**config.mk**
```make
export PLATFORM = sky130hd
export DESIGN_NAME = perceptron_trainer
export DESIGN_NICKNAME = d
export VERILOG_FILES = /design/src/rtl/perceptron_pkg.sv /design/src/rtl/perceptron_trainer_update.sv /design/src/rtl/perceptron_trainer.sv
export SDC_FILE = /design/constraint.sdc
export NUM_CORES = 1
export LEC_CHECK = 0
export BUFFER_PORTS_ARGS = -buffer_cell sky130_fd_sc_hd__clkbuf_2
export CAP_MARGIN = 20
export CELL_PAD_IN_SITES_DETAIL_PLACEMENT = 1
export CELL_PAD_IN_SITES_GLOBAL_PLACEMENT = 1
export CORE_MARGIN = 3
export CORE_UTILIZATION = 39
export DETAILED_ROUTE_END_ITERATION = 8
export GPL_TIMING_DRIVEN = 0
export PLACE_DENSITY = 0.79
export SLEW_MARGIN = 20
export SYNTH_ARGS = -nofsm -noshare
export SYNTH_HDL_FRONTEND = slang
export SYNTH_SLANG_ARGS = --single-unit
export TNS_END_PERCENT = 100
```
**constraint.sdc**
```tcl
create_clock -name clk -period 2.45 [get_ports clk]
set_input_delay 0.245 -clock clk [delete_from_list [all_inputs] [get_ports clk]]
set_output_delay 0.245 -clock clk [all_outputs]
set_load 0.02 [all_outputs]
```
**src/rtl/perceptron_pkg.sv**
```systemverilog
// perceptron_pkg
// Shared definitions for the perceptron training controller:
//   - state_t      : sequencer states (exposed on the debug port)
//   - LD_* codes   : encoding of the W1W0b_en_i load-select bus
//   - DEF_WIDTH    : default sample width, must match perceptron_dp
package perceptron_pkg;

  localparam int DEF_WIDTH = 8;

  typedef enum logic [3:0] {
    ST_IDLE   = 4'd0,
    ST_LD_B   = 4'd1,
    ST_LD_W0  = 4'd2,
    ST_LD_W1  = 4'd3,
    ST_FEED   = 4'd4,
    ST_WAIT   = 4'd5,
    ST_READ   = 4'd6,
    ST_CAPT   = 4'd7,
    ST_RESULT = 4'd8,
    ST_UPD    = 4'd9
  } state_t;

  // W1W0b_en_i codes; the data bit on b_i/W0_i/W1_i is valid in the same cycle.
  localparam logic [1:0] LD_NONE = 2'b00;
  localparam logic [1:0] LD_B    = 2'b01;
  localparam logic [1:0] LD_W0   = 2'b10;
  localparam logic [1:0] LD_W1   = 2'b11;

endpackage

```
**src/rtl/perceptron_trainer_update.sv**
```systemverilog
// perceptron_update
// Combinational binary perceptron update rule (weights are +1/-1 stored as 1/0).
//   x0, x1   : signed sample of the misclassified example
//   target   : label (1 = class +1)
//   w0, w1   : current weights
//   b_new, w0_new, w1_new : updated bias/weights
// The bias always moves to the target. A weight follows sign(x)*target, which
// in the 1/0 encoding is target XOR sign-bit; a zero input carries no
// information about direction, so that weight is left unchanged.
module perceptron_update
  import perceptron_pkg::*;
#(
  parameter int WIDTH = DEF_WIDTH
) (
  input  logic signed [WIDTH-1:0] x0,
  input  logic signed [WIDTH-1:0] x1,
  input  logic                    target,
  input  logic                    w0,
  input  logic                    w1,
  output logic                    b_new,
  output logic                    w0_new,
  output logic                    w1_new
);

  always_comb begin
    b_new  = target;
    w0_new = (x0 != '0) ? (target ^ x0[WIDTH-1]) : w0;
    w1_new = (x1 != '0) ? (target ^ x1[WIDTH-1]) : w1;
  end

endmodule

```
**src/rtl/perceptron_trainer.sv**
```systemverilog
// perceptron_trainer
// Sequencer and online-training controller driving perceptron_dp.
// Ports:
//   clk, reset            : clock (rising edge), async active-low reset
//   s_valid/s_ready       : sample stream; s_x0, s_x1 signed, s_target label,
//                           s_train enables the weight update on error
//   cfg_we, cfg_b/w0/w1   : load initial weights (only honoured in IDLE)
//   r_valid/r_ready       : result stream; r_y classification, r_err = r_y != target
//   err_cnt               : saturating count of training-mode errors
//   en_in_path, en_out_path, W1W0b_en_i, b_i, W0_i, W1_i, X0_i, X1_i : to perceptron_dp
//   Y_o                   : classification from perceptron_dp
//   dbg_state             : current sequencer state
//
// Handshake rule (both streams): a transfer happens at a rising edge where
// valid and ready are both high. r_valid is a pure function of the state and
// never looks at r_ready; once raised, r_valid/r_y/r_err hold until taken.
module perceptron_trainer
  import perceptron_pkg::*;
#(
  parameter int WIDTH  = DEF_WIDTH,
  parameter int DP_LAT = 2,
  parameter int CNT_W  = 16
) (
  input  logic                    clk,
  input  logic                    reset,
  input  logic                    s_valid,
  output logic                    s_ready,
  input  logic signed [WIDTH-1:0] s_x0,
  input  logic signed [WIDTH-1:0] s_x1,
  input  logic                    s_target,
  input  logic                    s_train,
  input  logic                    cfg_we,
  input  logic                    cfg_b,
  input  logic                    cfg_w0,
  input  logic                    cfg_w1,
  output logic                    r_valid,
  input  logic                    r_ready,
  output logic                    r_y,
  output logic                    r_err,
  output logic [CNT_W-1:0]        err_cnt,
  output logic                    en_in_path,
  output logic                    en_out_path,
  output logic [1:0]              W1W0b_en_i,
  output logic                    b_i,
  output logic                    W0_i,
  output logic                    W1_i,
  output logic signed [WIDTH-1:0] X0_i,
  output logic signed [WIDTH-1:0] X1_i,
  input  logic                    Y_o,
  output logic [3:0]              dbg_state
);

  // WAIT counts 0 .. DP_LAT-1; keep at least one bit so DP_LAT <= 1 still elaborates.
  localparam int WC_W        = (DP_LAT > 1) ? $clog2(DP_LAT) : 1;
  localparam int WAIT_LAST_I = (DP_LAT > 0) ? DP_LAT - 1 : 0;
  localparam logic [WC_W-1:0] WAIT_LAST = WC_W'(WAIT_LAST_I);

  state_t                    state_q, state_d;
  logic                      b_q, w0_q, w1_q;
  logic                      dirty_q;
  logic signed [WIDTH-1:0]   x0_q, x1_q;
  logic                      tgt_q, trn_q;
  logic [WC_W-1:0]           wcnt_q;
  logic                      r_y_q, r_err_q;
  logic [CNT_W-1:0]          err_cnt_q;
  logic                      b_new, w0_new, w1_new;

  perceptron_update #(
    .WIDTH (WIDTH)
  ) u_update (
    .x0     (x0_q),
    .x1     (x1_q),
    .target (tgt_q),
    .w0     (w0_q),
    .w1     (w1_q),
    .b_new  (b_new),
    .w0_new (w0_new),
    .w1_new (w1_new)
  );

  // State register
  always_ff @(posedge clk or negedge reset) begin
    if (!reset) state_q <= ST_IDLE;
    else        state_q <= state_d;
  end

  // Next-state logic. In IDLE a config write wins over everything, then a
  // pending reload, and only then a new sample.
  always_comb begin
    state_d = state_q;
    unique case (state_q)
      ST_IDLE: begin
        if (cfg_we)       state_d = ST_IDLE;
        else if (dirty_q) state_d = ST_LD_B;
        else if (s_valid) state_d = ST_FEED;
      end
      ST_LD_B:   state_d = ST_LD_W0;
      ST_LD_W0:  state_d = ST_LD_W1;
      ST_LD_W1:  state_d = ST_IDLE;
      ST_FEED:   state_d = (DP_LAT == 0) ? ST_READ : ST_WAIT;
      ST_WAIT:   if (wcnt_q == WAIT_LAST) state_d = ST_READ;
      ST_READ:   state_d = ST_CAPT;
      ST_CAPT:   state_d = ST_RESULT;
      ST_RESULT: begin
        if (r_ready) state_d = (trn_q && r_err_q) ? ST_UPD : ST_IDLE;
      end
      ST_UPD:    state_d = ST_IDLE;
      default:   state_d = ST_IDLE;
    endcase
  end

  // Output decode
  always_comb begin
    s_ready     = 1'b0;
    r_valid     = 1'b0;
    en_in_path  = 1'b0;
    en_out_path = 1'b0;
    W1W0b_en_i  = LD_NONE;
    b_i         = 1'b0;
    W0_i        = 1'b0;
    W1_i        = 1'b0;
    unique case (state_q)
      ST_IDLE:   s_ready = !dirty_q && !cfg_we;
      ST_LD_B:   begin W1W0b_en_i = LD_B;  b_i  = b_q;  end
      ST_LD_W0:  begin W1W0b_en_i = LD_W0; W0_i = w0_q; end
      ST_LD_W1:  begin W1W0b_en_i = LD_W1; W1_i = w1_q; end
      ST_FEED:   en_in_path  = 1'b1;
      ST_READ:   en_out_path = 1'b1;
      ST_RESULT: r_valid     = 1'b1;
      default:   ;
    endcase
  end

  // Shadow weights, captured sample, wait counter, result and error counter
  always_ff @(posedge clk or negedge reset) begin
    if (!reset) begin
      b_q       <= 1'b0;
      w0_q      <= 1'b1;
      w1_q      <= 1'b1;
      dirty_q   <= 1'b1;
      x0_q      <= '0;
      x1_q      <= '0;
      tgt_q     <= 1'b0;
      trn_q     <= 1'b0;
      wcnt_q    <= '0;
      r_y_q     <= 1'b0;
      r_err_q   <= 1'b0;
      err_cnt_q <= '0;
    end else begin
      if (state_q == ST_IDLE) begin
        if (cfg_we) begin
          b_q     <= cfg_b;
          w0_q    <= cfg_w0;
          w1_q    <= cfg_w1;
          dirty_q <= 1'b1;
        end else if (dirty_q) begin
          // Leaving for the load sequence; shadows are now in flight.
          dirty_q <= 1'b0;
        end else if (s_valid && s_ready) begin
          x0_q  <= s_x0;
          x1_q  <= s_x1;
          tgt_q <= s_target;
          trn_q <= s_train;
        end
      end

      if (state_q == ST_UPD) begin
        b_q     <= b_new;
        w0_q    <= w0_new;
        w1_q    <= w1_new;
        dirty_q <= 1'b1;
      end

      if (state_q == ST_FEED) wcnt_q <= '0;
      else if (state_q == ST_WAIT) wcnt_q <= wcnt_q + WC_W'(1);

      if (state_q == ST_CAPT) begin
        r_y_q   <= Y_o;
        r_err_q <= Y_o ^ tgt_q;
      end

      if (state_q == ST_RESULT && r_ready && trn_q && r_err_q && (err_cnt_q != '1))
        err_cnt_q <= err_cnt_q + CNT_W'(1);
    end
  end

  assign X0_i      = x0_q;
  assign X1_i      = x1_q;
  assign r_y       = r_y_q;
  assign r_err     = r_err_q;
  assign err_cnt   = err_cnt_q;
  assign dbg_state = state_q;

endmodule

```
# Yosys cells after proc, flatten, opt, wreduce, memory -nomap -nowiden
# Index checks and enable logic that the tools add are counted.
[classes]
reduce_logical = 20
n_div = 0
mux = 31
multipliers = 0
add_sub_neg = 2
eq_ne = 15
order_cmp = 0
bitwise_logic = 5
n_shift = 0
[op_table]
columns = ["cell", "n"]
rows = [
  ["one-hot mux 4 bit (8 select lines)", 1],
  ["2-to-1 mux 4 bit", 6],
  ["2-to-1 mux 1 bit", 23],
  ["adder 16 x 1 -> 16 bit, second input constant", 1],
  ["equality test 4 x 3 -> 1 bit, second input constant", 4],
  ["inequality test 16 bit, second input constant", 1],
  ["nonzero test 8 bit", 2],
  ["AND reduction 3 bit", 3],
  ["equality test 4 x 2 -> 1 bit, second input constant", 2],
  ["equality test 4 bit, second input constant", 2],
  ["logical AND 1 bit", 7],
  ["one-hot mux 2 bit (3 select lines)", 1],
  ["nonzero test 2 bit", 3],
  ["equality test 4 x 1 -> 1 bit, second input constant", 1],
  ["zero test 4 bit", 1],
  ["inequality test 2 x 1 -> 1 bit, second input constant", 2],
  ["inequality test 2 bit, second input constant", 2],
  ["inequality test 4 bit, second input constant", 1],
  ["AND reduction 4 bit", 1],
  ["bitwise XOR 1 bit", 3],
  ["zero test 1 bit", 2],
  ["inverter 1 bit", 2],
  ["AND reduction 2 bit", 1],
  ["adder 1 bit, second input constant", 1],
]
[word_totals]
latch_bits = 0
regBits = 45
mem_count = 0
ramBits = 0
mem_bits_ro = 0

# Depth between registers and ports, before layout
[depth]
ltp_word = 5
ltp_mapped = 6

# By module
# Synthesis repeated with hierarchy kept, for this count alone.
[hier_totals]
hier_cells = 199
area_unflattened_um2 = 2292.2
[modules_own_cells]
columns = ["module", "seq_area_each_um2", "area_per_inst_um2", "n_inst", "cells_each"]
rows = [
  ["perceptron_trainer", 1129.8, 2202.1, 1, 186],
  ["perceptron_update", 0.0, 90.1, 1, 13],
]

# Least setup slack after synthesis
# No wires, ideal clock.
[synth_path]
path_kind = "register -> register"
start = "reg state_q[1] (netlist: dbg_state[1])"
end = "reg x0_q[0] (netlist: X0_i[0])"
stages_incl_launch_ff = 7
arrival_ns = 2.069
slack_ns = 0.256
path_buffers = 2
period_less_slack_ns = 2.194
setup_ns = 0.125
cell_sequence = "dfrtp_1 -> buf_6 -> or4_4 -> nor3_4 -> nand2_4 -> buf_6 -> mux2_4"
[synth_via]
elab_chain_cells = 4
[synth_rtl]
columns = ["item", "line", "source"]
rows = [
  ["start: declaration", "perceptron_trainer.sv:58", "state_t state_q, state_d;"],
  ["start signal: assignment", "perceptron_trainer.sv:84", "else state_q <= state_d;"],
  ["zero test 4 bit", "perceptron_trainer.sv:122", "unique case (state_q)"],
  ["2-to-1 mux 1 bit", "perceptron_trainer.sv:122", ""],
  ["via s_ready", "perceptron_trainer.sv:27", "output logic s_ready,"],
  ["logical AND 1 bit", "perceptron_trainer.sv:159", "end else if (s_valid && s_ready) begin"],
  ["AND reduction 4 bit (no line)", "--", ""],
  ["end signal: assignment", "perceptron_trainer.sv:141", "x0_q <= '0;"],
  ["end signal: assignment", "perceptron_trainer.sv:160", "x0_q <= s_x0;"],
  ["end: declaration", "perceptron_trainer.sv:61", "logic signed [WIDTH-1:0] x0_q, x1_q;"],
]
# The timed path passes the listed nets, and every way through them passes these cells.
# A chain may end at the register's enable or synchronous reset.

# Final worst setup path
[layout_path]
start = "reg err_cnt_q[0] (netlist: err_cnt[0])"
end = "reg err_cnt_q[15] (netlist: err_cnt[15])"
[layout_via]
elab_chain_cells = 2
word_cells_on_any_way = 3
cone_classes = "add/sub: 1; eq/ne: 1; reduce/logical: 1"
[layout_rtl]
columns = ["item", "line", "source"]
rows = [
  ["start: declaration", "perceptron_trainer.sv:65", "logic [CNT_W-1:0] err_cnt_q;"],
  ["start signal: assignment", "perceptron_trainer.sv:183", "err_cnt_q <= err_cnt_q + CNT_W'(1);"],
  ["parallel branches: the longest is 2 deep, another holds adder 16 x 1 -> 16 bit", "--", ""],
]
# Parallel ways; which one is timed is not known.

==> summary.txt <==
# H-tree levels - 2
Synth async-reset ratio - 1.00
Most frequent cells in the layout - clkbuf_2, dfrtp_1, xor2_1, nand2_1, mux2_2
DR WL met3 - 276 um
Vias post-DR - 1849
Commonest non-fill, non-tap cell in the layout - clkbuf_2
Post-Syn Nets - 223
Die Y - 82.1 um
WHS - -0.0115 ns
Max_cap viols - 0
Post-Synthesis Cells - 195
I/O Pins - 74
Worst endpoint required time - 2.61 ns
Unrepaired setup endpoints after global routing - no
Drt pass-1 iters - 4
Highest metal used - met4
Leakage Power - 0.00144 uW
Number of global-route vias before repair - 1858
Die Area - 0.00674 mm^2
Layout cell share with drive strength beyond 1 - 0.400
Worst min path class - in2async
Synth warnings - 0
Met2 WL - 3060 um
Clock Pin Slew Worst Setup and Hold Paths - 0.08 ns
GR Util All Layers - 0.180
Slew margin rel. - 0.555
Sequential area share after synthesis - 0.500
Drt wl/cell - 17.2 um
Worst skew pair latency - 0.29 ns
Cell variety after synth - 48
RD Place Congestion - 0.814
CP Max Fanout - 10
CTS buffer count - 5
Number of flops mapped to enable cells by yosys - 0
Filler cells - 654
Syn_area_per_cell - 11.6 um^2
Slew Viols, Final - 0
Post-layout min period - 2.17 ns
Final Cycle Share - 0.886
# diodes - 0
Place WS - 0.316 ns
WP data arrival - 2.33 ns
CTS root buf - clkbuf_8
Failing checks - negative hold slack
Setup violators final - 0
Antenna Violating Nets Remaining - 0
#FFs+latches synth - 45
Largest net degree at the start of global routing - 46
Mapped Area - 0.00226 mm^2
CTS tree - yes
Skew final - 0.00706 ns
Cts repair resizes - 0
Placed inst area - 0.00272 mm^2
Initial DRC count - 61
Clock buffer depth - 2
Initial antenna violation count - 0
Starting Density - 0.408
Fin nets - 303
Worst-Margin Slew - 0.663 ns
Num Clock Sinks - 45
Peak supply drop - 613 uV
Setup TNS - 0 ns
Core area - 0.00554 mm^2
DP HPWL - 4430 um
Setup Fix Bufs, Post-CTS - 0
Vias per cell - 5.33
Rows - 27
Residual DRC count - 0
Hold Buf Count CTS - 0
Startpoint Class - flop
Layout area overhead - 24.9%
First-pass GRT wire length - 9320 um
Status - complete, but fails checks
Fin area - 0.00282 mm^2
Top FF cell, synth - dfrtp_1
Setup ws final - 0.279 ns
Crit end category - flop
GRT overflow - 0
Wirelength, routed - 5960 um
Max Fclk - 0.461 GHz
Die width - 82.1 um
Pwr per Cell Area - 1120 mW/mm^2
Number of port buffers - 73
Met1 WL - 2600 um
Final hold viol count - 10
CP Class - reg2reg
## per-layer routing
layer / vias to the layer above / GRT usage
li1: 879 / -
met1: 926 / 0.241
met2: 42 / 0.302
met3: 2 / 0.0369
met4: 0 / 0.0349
met5: - / 0
## state kept, by name, indices dropped and copies added (netlist names), 4 cells and up
signal,count
X0_i,8
X1_i,8
dbg_state,4
err_cnt,16
## worst max-delay path, cell delays in order (launching register included)
cell and delay (ns):
dfrtp_1 0.42, ha_1 0.21, and3_1 0.18, nor4b_1 0.47, clkbuf_1 0.45, nor4_1 0.15
xor2_1 0.16
## final timing paths
check                                   startpoint                      end  slack (ns)  depth (start not counted)
hold reg to reg            err_cnt[15]$_DFFE_PN0P_  err_cnt[15]$_DFFE_PN0P_        0.50                          1
max in group asynchronous                    reset  err_cnt[10]$_DFFE_PN0P_        2.04                          1
setup / recovery            err_cnt[0]$_DFFE_PN0P_  err_cnt[15]$_DFFE_PN0P_        0.28                          6
min in group clk                           s_x0[0]      X0_i[0]$_DFFE_PN0P_        0.18                          2
setup reg to reg            err_cnt[0]$_DFFE_PN0P_  err_cnt[15]$_DFFE_PN0P_        0.28                          6
hold / removal                               reset          b_q$_DFFE_PN0P_       -0.01                          1
## stage by stage
stage,hold slack (ns),std cells,util,total power [uW]
6_report,-0.0115,347,0.509,3150
5_1_grt,0.0350,347,0.509,3360
4_1_cts,0.0151,347,0.509,3190
3_5_place_dp,0.332,340,0.490,2630
3_3_place_gp,0.455,340,0.490,2560
2_1_floorplan,-0.0506,195,-,2150
## cell type report
class,count,area [um^2],share of cell area
buffer,9,48.8,0.0173
clock buffer,5,68.8,0.0244
clock inverter,2,35.0,0.0124
inverter,1,3.75,0.00133
multi-input combinational,140,1080,0.382
sequential,45,1130,0.401
tap,72,90.1,0.0319
timing repair buffer,73,368,0.130
## power by group
part	total [uW]	switching [uW]	internal, uW
logic	1390	799	588
clock network	540	243	297
registers	1220	218	1000
## synth_stat cells (all sizes together), types with 5 or more instances
| master | n | area (um^2) |
|---|---|---|
| mux2 | 20 | 259 |
| dfrtp | 42 | 1050 |
| nor2 | 8 | 30.0 |
| nand3 | 6 | 30.0 |
| nor4 | 8 | 50.1 |
| nand2 | 15 | 63.8 |
| o21ai | 7 | 35.0 |
| nand4 | 5 | 31.3 |
| clkbuf | 6 | 22.5 |
| nor3 | 8 | 51.3 |
| xor2 | 14 | 123 |
## cell families (layout without fill, tap and decap cells)
family,Yosys count,count (layout),synth area share
AO/OA/AOI/OAI,23,23,0.0670
flip-flops,45,45,0.500
AND/OR/NAND/NOR,79,79,0.223
XOR/XNOR,16,16,0.0621
buffers and inverters,10,90,0.0233
adder cells (fa/ha/maj),1,1,0.00554
multiplexers,21,21,0.119
(Power assumes the default switching activity.)
